==> config.mk <==
export PLATFORM = sky130hd
export DESIGN_NAME = fp_normalize_pack
export DESIGN_NICKNAME = d
export VERILOG_FILES = /design/src/rtl/fp_normalize_pack.sv
export SDC_FILE = /design/constraint.sdc
export NUM_CORES = 1
export LEC_CHECK = 0
export CORE_AREA = 10 10 111 113
export CTS_BUF_LIST = sky130_fd_sc_hd__clkbuf_8 sky130_fd_sc_hd__clkbuf_16
export DETAILED_ROUTE_END_ITERATION = 8
export DIE_AREA = 0 0 121 123
export GPL_TIMING_DRIVEN = 1
export HOLD_SLACK_MARGIN = 0.12
export PLACE_DENSITY = 0.7
export SETUP_SLACK_MARGIN = 0.2
export SYNTH_ARGS = -nofsm -noshare
export SYNTH_HDL_FRONTEND = slang
export SYNTH_SLANG_ARGS = --single-unit
==> constraint.sdc <==
create_clock -name clk -period 2.55 [get_ports clk]
set_input_delay 0.51 -clock clk [delete_from_list [all_inputs] [get_ports clk]]
set_output_delay 0.51 -clock clk [all_outputs]
set_load 0.03 [all_outputs]
==> src/rtl/fp_normalize_pack.sv <==
// fp_normalize_pack: renormalises a raw adder sum one bit per cycle and packs {sign, exp, mant} with flags
module fp_normalize_pack #(
    parameter int E_WIDTH = 8,
    parameter int M_WIDTH = 23
) (
    input  logic                         clk,
    input  logic                         rst_n,
    input  logic                         in_valid,
    output logic                         in_ready,
    input  logic                         in_sign,
    input  logic [E_WIDTH-1:0]           in_exp,
    input  logic [M_WIDTH+1:0]           in_mant,
    output logic                         out_valid,
    input  logic                         out_ready,
    output logic [E_WIDTH+M_WIDTH:0]     out_data,
    output logic                         out_zero,
    output logic                         out_ovf,
    output logic                         out_unf
);
    typedef enum logic [1:0] {IDLE, CHECK, SHIFT, DONE} state_t;
    localparam logic [E_WIDTH:0] EXP_ONE = E_WIDTH'(1);
    localparam logic [E_WIDTH:0] EXP_MAX = {1'b0, {E_WIDTH{1'b1}}};
    state_t               state;
    logic                 sign;
    logic [E_WIDTH:0]     exp;
    logic [M_WIDTH+1:0]   mant;
    logic [E_WIDTH:0]     exp_inc;
    logic [E_WIDTH:0]     exp_dec;
    logic [M_WIDTH:0]     shl;
    assign exp_inc   = exp + EXP_ONE;
    assign exp_dec   = exp - EXP_ONE;
    assign shl       = {mant[M_WIDTH-1:0], 1'b0};
    assign in_ready  = (state == IDLE);
    assign out_valid = (state == DONE);
    // Control FSM plus datapath: the shift loop stops at the hidden bit or at the smallest exponent, never below it
    always_ff @(posedge clk or negedge rst_n) begin
        if (!rst_n) begin
            state    <= IDLE;
            sign     <= 1'b0;
            exp      <= '0;
            mant     <= '0;
            out_data <= '0;
            out_zero <= 1'b0;
            out_ovf  <= 1'b0;
            out_unf  <= 1'b0;
        end else begin
            case (state)
                IDLE: if (in_valid) begin
                    sign     <= in_sign;
                    exp      <= (in_exp == '0) ? EXP_ONE : {1'b0, in_exp};
                    mant     <= in_mant;
                    out_zero <= 1'b0;
                    out_ovf  <= 1'b0;
                    out_unf  <= 1'b0;
                    state    <= CHECK;
                end
                CHECK: begin
                    if (mant == '0) begin
                        out_data <= {sign, {(E_WIDTH+M_WIDTH){1'b0}}};
                        out_zero <= 1'b1;
                        state    <= DONE;
                    end else if (mant[M_WIDTH+1]) begin
                        if (exp_inc >= EXP_MAX) begin
                            out_data <= {sign, {E_WIDTH{1'b1}}, {M_WIDTH{1'b0}}};
                            out_ovf  <= 1'b1;
                        end else begin
                            out_data <= {sign, exp_inc[E_WIDTH-1:0], mant[M_WIDTH:1]};
                        end
                        state <= DONE;
                    end else if (mant[M_WIDTH]) begin
                        out_data <= {sign, exp[E_WIDTH-1:0], mant[M_WIDTH-1:0]};
                        state    <= DONE;
                    end else if (exp == EXP_ONE) begin
                        out_data <= {sign, {E_WIDTH{1'b0}}, mant[M_WIDTH-1:0]};
                        out_unf  <= 1'b1;
                        state    <= DONE;
                    end else begin
                        state <= SHIFT;
                    end
                end
                SHIFT: begin
                    mant <= {1'b0, shl};
                    exp  <= exp_dec;
                    if (shl[M_WIDTH]) begin
                        out_data <= {sign, exp_dec[E_WIDTH-1:0], shl[M_WIDTH-1:0]};
                        state    <= DONE;
                    end else if (exp_dec == EXP_ONE) begin
                        out_data <= {sign, {E_WIDTH{1'b0}}, shl[M_WIDTH-1:0]};
                        out_unf  <= 1'b1;
                        state    <= DONE;
                    end
                end
                DONE: if (out_ready) state <= IDLE;
                default: state <= IDLE;
            endcase
        end
    end
endmodule

==> run summary, run 1 <==
==================================================================================================
Run status                                                                               completed
Count of antenna diodes in the layout                                                            0
Leakage power summed over all cells                                                     0.00241 uW
Source of the critical timing path                                                    exp[0]$_DFFE_PN0P_
Final-layout fill cell count                                                                   901
Unrepaired setup endpoints after global routing                                               true
Startpoint class of the critical path                                                     register
Overall global routing resource usage                                                        19.1%
Wire length of the first global-routing pass                                               23.1 mm
Longest Clk Path Bufs                                                                            2
Fraction of final layout cells sized beyond drive strength 1                                 16.1%
Skew-Pair Late Insertion Delay                                                              350 ps
Worst clock skew                                                                           10.4 ps
Number of hold violations in the final report                                                    0
Root buffer selected by CTS                                                           sky130_fd_sc_hd__clkbuf_8
Area fraction of the dominant cell type after synthesis                                      41.5%
Power Total                                                                                8700 uW
Count of routing violations after the opening detailed-route iteration                         352
Number of enable-type register cells in the synthesized netlist                                  0
Crit path time final                                                                       2500 ps
Number of buffers inserted by hold repair at cts                                                 0
Top FF cell, synth                                                                    sky130_fd_sc_hd__dfrtp_1
Endpoint of the worst-slack reg-to-reg timing path                                    out_data[6]$_DFFE_PN0P_
Slack of the critical path                                                                 54.5 ps
Placer congestion estimate                                                                   0.895
Worst path required time                                                                   2780 ps
Number of global-route vias before repair                                                    4,429
Die footprint                                                                         0.0149 sq mm
Vias per std cell                                                                             5.81
Post-placement cell area                                                              0.00549 sq mm
Count of final setup violators                                                                   0
Met3 demand-to-capacity share in global routing                                              4.83%
Remaining number of nets flagged by the antenna check after routing                              0
Detailed-router iteration count before antenna repair                                            5
Part of the cycle the worst path needs                                                       97.9%
Most common cell after layout, fill and taps aside                                    sky130_fd_sc_hd__clkdlybuf4s50_1
Type of the worst min-delay path                                                      primary input to async pin
Maximum frequency from static timing analysis                                              401 MHz
CP endpoint kind                                                                          register
DP Worst Slack                                                                            -77.2 ps
Number of distinct standard cells referenced by the synthesized netlist                         57
Areal power density over the cells                                                    1470 mW/mm^2
Reg-to-reg critical path startpoint                                                   exp[0]$_DFFE_PN0P_
Clock transition time at the flip-flop clock pins of the worst setup and hold paths          90 ps
Worst setup path category                                                             register to register
Post-detailed-placement half-perimeter wirelength                                          9.68 mm
CTS HTree Levels                                                                                 3
Top post-synthesis cells by area                                                      sky130_fd_sc_hd__dfrtp_1 42%, sky130_fd_sc_hd__o21ai_0 5.2%, sky130_fd_sc_hd__mux2i_1 5.1%
Met2 Usage GRT                                                                               31.8%
Cell area after layout                                                                0.00591 sq mm
Busiest grt layer                                                                             met2
Maximum number of pins on one net before global-route repair                                    73
Number of nets in the synthesized netlist                                                      553
Synth Register Bits                                                                             72
Share of synthesized registers carrying an async set or reset                                 100%
Slack of the worst reg-to-reg path                                                           50 ps
Post-synthesis instance area                                                          0.00434 sq mm
Number of rows created at floorplan                                                             37
Library cell occupying the most area in the post-synthesis netlist                    sky130_fd_sc_hd__dfrtp_1
Port bufs                                                                                       74
Placeable Area                                                                        0.0101 sq mm
Number of buffers created by CTS                                                                 9
Effective utilization at floorplan                                                           42.8%
Initial antenna violation count                                                                  0
Overall die height                                                                          123 um
Least-Margin Pin Slew                                                                       804 ps
Final total negative setup slack                                                              0 ps
TritonCTS clock tree                                                                          done
Commonest non-fill, non-tap cells in the layout                                       72 x sky130_fd_sc_hd__clkdlybuf4s50_1, 70 x sky130_fd_sc_hd__dfrtp_1, 54 x sky130_fd_sc_hd__nand2_1
Post-Synthesis Cells                                                                           506
Max-cap check violation count                                                                    0
Final net count                                                                                651
Largest fanout on the critical path                                                             11
Clk sink count                                                                                  72
Maximum vdd ir drop                                                                       0.617 mV
Cells after DPL                                                                                719
Synth-to-layout area growth                                                                  36.3%
R2R depth                                                                                       10
Data arrival at the endpoint of the critical path                                          2720 ps
Average detailed-routed wire length per instance                                           18.8 um
Max Transition Viols Final                                                                       0
Congestion Overflow GR                                                                           0
Count of placed standard cells in the final layout, fillers left out                           745
Horiz. Die Dim                                                                              121 um
Worst setup endpoint                                                                  out_data[6]$_DFFE_PN0P_
Total via count after detailed routing                                                       4,326
Io pins                                                                                         75
Met1 GRT Util                                                                                24.3%
Post-route DRC violation count                                                                   0
Avg Cell Area, Syn                                                                      8.57 sq um
WL final                                                                                   14.0 mm
Sequential element share of the synthesized area                                             41.5%
Number of warnings printed during yosys synthesis                                                0
Relative slew slack                                                                          45.8%
==================================================================================================
[through the flow]
stage	hold WS (ps)	util (%)
6_report	145	58.3
5_1_grt	201	58.3
4_1_cts	185	57.9
3_5_place_dp	494	54.2
3_3_place_gp	481	54.2
2_1_floorplan	214	-
[area by class of cell]
cell class	instances	area, sq um	area share (%)
Tap cell	136	170	2.88
Clock inverter	7	128	2.16
Clock buffer	9	124	2.10
Inverter	9	41.3	0.698
Multi-Input combinational cell	385	2430	41.1
Sequential cell	72	1800	30.5
Timing Repair Buffer	127	1220	20.6
[flip-flops by register name, indices dropped and copies added, names as in the netlist]
signal	flops
mant	25
out_zero	1
state	2
out_ovf	1
out_data	32
out_unf	1
sign	1
exp	9
[worst min path at each step]
stage / endpoint / slack (ps) / depth (start not counted)
6_report: exp[6]$_DFFE_PN0P_ / 140 / 2
5_1_grt: exp[6]$_DFFE_PN0P_ / 200 / 2
4_1_cts: exp[6]$_DFFE_PN0P_ / 190 / 2
3_5_place_dp: out_unf$_DFFE_PN0P_ / 490 / 1
3_3_place_gp: out_data[31]$_DFFE_PN0P_ / 480 / 1
2_1_floorplan: exp[0]$_DFFE_PN0P_ / 210 / 0
[synthesized netlist by cell type (3+ instances only)]
master                       n
sky130_fd_sc_hd__dfrtp_1    72
sky130_fd_sc_hd__nand2_1    55
sky130_fd_sc_hd__o21ai_0    45
sky130_fd_sc_hd__nand3_1    42
sky130_fd_sc_hd__a21oi_1    37
sky130_fd_sc_hd__clkbuf_1   32
sky130_fd_sc_hd__nor2_1     32
sky130_fd_sc_hd__mux2i_1    22
sky130_fd_sc_hd__nand4_1    19
sky130_fd_sc_hd__and2_1     16
sky130_fd_sc_hd__o2bb2ai_1  12
sky130_fd_sc_hd__nor3_1     11
sky130_fd_sc_hd__ha_1        9
sky130_fd_sc_hd__inv_1       8
sky130_fd_sc_hd__nor4_1      8
sky130_fd_sc_hd__a21boi_0    7
sky130_fd_sc_hd__a31oi_1     7
sky130_fd_sc_hd__and3_1      6
sky130_fd_sc_hd__buf_2       4
sky130_fd_sc_hd__nand2b_1    4
sky130_fd_sc_hd__mux2_2      3
sky130_fd_sc_hd__nor2b_1     3
sky130_fd_sc_hd__o21a_1      3
sky130_fd_sc_hd__o221ai_1    3
[what timing repair did]
action,CTS,global route
endpoints found under the hold margin,0,0
setup endpoints to repair,35,36
buffers inserted,6,2
pin swaps,5,2
gates resized for setup,11,5
cloned,2,0
[layer usage]
metal  part of all wire (%)  wire (um)
met1                     43       6090
met2                     48       6730
met3                    7.8       1090
met4                   0.90        127
met5                      0          0
[worst max-delay path, stage by stage (launching register included)]
cell and delay [ps]:
sky130_fd_sc_hd__dfrtp_2 450, sky130_fd_sc_hd__inv_8 80, sky130_fd_sc_hd__ha_4 110, sky130_fd_sc_hd__or4b_4 470, sky130_fd_sc_hd__o41ai_4 220, sky130_fd_sc_hd__o41ai_2 170
sky130_fd_sc_hd__a211oi_4 240, sky130_fd_sc_hd__buf_4 170, sky130_fd_sc_hd__buf_12 140, sky130_fd_sc_hd__mux2i_1 220, sky130_fd_sc_hd__nand3_1 100
[power breakdown]
part           switching [uW]  internal [uW]  total, uW  leakage [uW]
Combinational            3060           2350       5400       0.00139
Clock                     503            664       1170      0.000126
Sequential                451           1680       2130      0.000896
Total                    4010           4690       8700       0.00241
[logic make-up (layout without fill, tap and decap cells)]
group	Yosys count	count (layout)	share of synthesized area, %
AOI/OAI and AO/OA	136	136	20.0
xor gates and xnor gates	3	3	0.606
muxes	25	25	5.86
and+or+nand+nor	212	212	24.7
DFF	72	72	41.5
buffers and inverters	49	152	4.70
adders and majority gates	9	9	2.60
(Power assumes the default switching activity.)
==> run 2: changes to the inputs <==
Settings changed: SLEW_MARGIN set to 15.
==> results of run 2 <==
No change in the layout: final DEF, timing and power equal those of run 1.
==> run 3: changes to the inputs <==
Settings changed: SKIP_CTS_REPAIR_TIMING set to 1.
==> run 3 against run 2 <==
Power shrank 1.5%. Sequential share of layout area grew 0.14 points. Critical path type unchanged. Non-clock buffer count shrank 5. Setup slack gained 8.7 ps. Global-route usage shrank 0.43 points. Register-to-register slack is essentially flat. Maximum frequency grew 0.35%. Via count shrank 0.53%.
==> run summary, run 3 (synthesis gave the netlist of run 1 again) <==
==================================================================================================
Final net count                                                                                646   -0.77%
Total via count after detailed routing                                                       4,303   -0.53%
Post-detailed-placement half-perimeter wirelength                                          9.68 mm   unchanged
Most common cell after layout, fill and taps aside                                    sky130_fd_sc_hd__clkdlybuf4s50_1
Leakage power summed over all cells                                                     0.00240 uW   -0.67%
CP Cell Sequence                                                                      inv_8, ha_4, or4b_4, o41ai_4, o41ai_2, a211oi_4, buf_4, buf_12, mux2i_1, nand3_1
Number of buffers created by CTS                                                                 9   unchanged
Proportion of power drawn by flip-flops and latches                                          24.9%   +0.4 points
Run status                                                                               completed
Initial antenna violation count                                                                  0   unchanged
Count of routing violations after the opening detailed-route iteration                         381   +8.2%
Critical-path top delay cell                                                          sky130_fd_sc_hd__or4b_4
Number of buffers and inverters on the critical path                                             3   unchanged
Areal power density over the cells                                                    1460 mW/mm^2   -1.1%
Number of global-route vias before repair                                                    4,350   -1.8%
Detailed-router iteration count before antenna repair                                            5   unchanged
Placeable Area                                                                        0.0101 sq mm   unchanged
Horiz. Die Dim                                                                              121 um   unchanged
Port bufs                                                                                       74   unchanged
Wire length of the first global-routing pass                                               22.6 mm   -2.2%
Io pins                                                                                         75   unchanged
Worst clock skew                                                                           10.5 ps   +0.0850 ps
Maximum number of pins on one net before global-route repair                                    73   unchanged
Crit path time final                                                                       2490 ps   -8.70 ps
Register with the most flip-flops                                                         out_data
Commonest non-fill, non-tap cells in the layout                                       72 x sky130_fd_sc_hd__clkdlybuf4s50_1, 70 x sky130_fd_sc_hd__dfrtp_1, 54 x sky130_fd_sc_hd__nand2_1
Count of antenna diodes in the layout                                                            0   unchanged
Regs by FF count                                                                      out_data x32, mant x25, exp x9
Average detailed-routed wire length per instance                                           19.0 um   +0.80%
Kind of cell with the highest combined delay on the critical path                     compound AO/OA/AOI/OAI gates
DP Worst Slack                                                                            -77.2 ps   unchanged
Clock transition time at the flip-flop clock pins of the worst setup and hold paths          90 ps   about the same
Unrepaired setup endpoints after global routing                                               true
Critical path depth in cells                                                                    10   unchanged
R2R depth                                                                                       10   unchanged
Slack of the critical path                                                                 63.2 ps   +8.70 ps
Number of rows created at floorplan                                                             37   unchanged
Largest fanout on the critical path                                                             11   unchanged
Overall die height                                                                          123 um   unchanged
Gate power share                                                                             61.4%   -0.7 points
Root buffer selected by CTS                                                           sky130_fd_sc_hd__clkbuf_8
Number of flip-flops in the largest register                                                    32   unchanged
Int Pwr                                                                                    4580 uW   -2.3%
Clk sink count                                                                                  72   unchanged
NetSw                                                                                      3990 uW   -0.58%
Number of hold violations in the final report                                                    0   unchanged
Type of the worst min-delay path                                                      primary input to async pin
Max Transition Viols Final                                                                       0   unchanged
Critical path's largest stage delay                                                         470 ps   about the same
Data arrival at the endpoint of the critical path                                          2720 ps   about the same
Post-route DRC violation count                                                                   0   unchanged
Least-Margin Pin Slew                                                                       796 ps   -7.68 ps
CP endpoint kind                                                                          register
Congestion Overflow GR                                                                           0   unchanged
Relative slew slack                                                                          46.3%   +0.52 points
Maximum vdd ir drop                                                                       0.577 mV   -6.5%
Fraction of final layout cells sized beyond drive strength 1                                 15.6%   -0.53 points
Fraction of power spent switching nets                                                       46.5%   +0.43 points
Remaining number of nets flagged by the antenna check after routing                              0   unchanged
Skew-Pair Late Insertion Delay                                                              350 ps   about the same
Die footprint                                                                         0.0149 sq mm   unchanged
Vias per std cell                                                                             5.81   +0.14%
Count of final setup violators                                                                   0   unchanged
Synth-to-layout area growth                                                                  35.7%
Effective utilization at floorplan                                                           42.8%   unchanged
TritonCTS clock tree                                                                          done
Longest Clk Path Bufs                                                                            2   unchanged
WL final                                                                                   14.1 mm   +0.13%
Clock network fraction of total power                                                        13.7%   +0.3 points
Max-cap check violation count                                                                    0   unchanged
CTS HTree Levels                                                                                 3   unchanged
Power Total                                                                                8570 uW   -1.5%
Cells after DPL                                                                                719   unchanged
Count of placed standard cells in the final layout, fillers left out                           740   -0.67%
Placer congestion estimate                                                                   0.895   unchanged
Overall global routing resource usage                                                        18.7%   -0.43 points
Startpoint class of the critical path                                                     register
Maximum frequency from static timing analysis                                              402 MHz   +0.35%
Part of the cycle the worst path needs                                                       97.5%   -0.34 points
Worst setup path category                                                             register to register
Worst path required time                                                                   2780 ps   about the same
==================================================================================================
run 3: cell count changes in the layout (fill, tap and decap cells not counted), sizes merged:
cell and change:
clkbuf +2, buf -7, dlymetal6s2s +1, dlygate4sd2 -1
run 3: power by group through the flow:
stage               clock [uW]  sequential (uW)  combinational, uW
CTS                       1190             2120               4930
global route              1240             2210               5720
global placement             0             2120               4840
floorplan                    0             2460               2800
detailed placement           0             2130               4910
finish                    1170             2130               5260
run 3: worst register-to-register path, cell delays in order, from the launching register on:
cell                       delay (ps)
sky130_fd_sc_hd__dfrtp_2          450
sky130_fd_sc_hd__inv_8             90
sky130_fd_sc_hd__ha_4             110
sky130_fd_sc_hd__or4b_4           470
sky130_fd_sc_hd__o41ai_4          220
sky130_fd_sc_hd__o41ai_2          160
sky130_fd_sc_hd__a211oi_4         230
sky130_fd_sc_hd__buf_4            170
sky130_fd_sc_hd__buf_12           140
sky130_fd_sc_hd__mux2i_1          220
sky130_fd_sc_hd__nand3_1          100
run 3: area by class of cell:
cell class | count | area, sq um
Inverter | 9 | 41.3
Fill cell | 902 | 4250
Clock buffer | 9 | 124
Timing Repair Buffer | 122 | 1170
Tap cell | 136 | 170
Clock inverter | 7 | 128
Sequential cell | 72 | 1800
Multi-Input combinational cell | 385 | 2440
run 3: routing by layer:
metal	track usage, %	share of wire [%]	vias to the layer above
li1	-	-	2025
met1	24.2	43	2078
met2	30.9	48	187
met3	4.60	7.7	13
met4	4.07	1.1	0
met5	0	0	-
run 3: final timing paths:
path	startpoint	endpoint	slack, ps
max in group asynchronous	rst_n	out_ovf$_DFFE_PN0P_	2050
worst max-delay path	exp[0]$_DFFE_PN0P_	out_data[6]$_DFFE_PN0P_	60
worst max register to register	exp[0]$_DFFE_PN0P_	out_data[6]$_DFFE_PN0P_	60
worst min-delay path	rst_n	exp[2]$_DFFE_PN0P_	170
min in group clk	out_unf$_DFFE_PN0P_	out_unf$_DFFE_PN0P_	510
worst min register to register	out_unf$_DFFE_PN0P_	out_unf$_DFFE_PN0P_	510
run 3: metrics by stage:
| step | instance area [sq um] | setup TNS (ps) | utilization (%) | hold slack [ps] |
|---|---|---|---|---|
| 3_3_place_gp | 5490 | 0 | 54.2 | 481 |
| 3_5_place_dp | 5490 | -550 | 54.2 | 494 |
| 5_1_grt | 5890 | -641 | 58.1 | 207 |
| 2_1_floorplan | 4400 | 0 | - | 214 |
| 4_1_cts | 5750 | -610 | 56.7 | 185 |
| 6_report | 5890 | 0 | 58.1 | 165 |
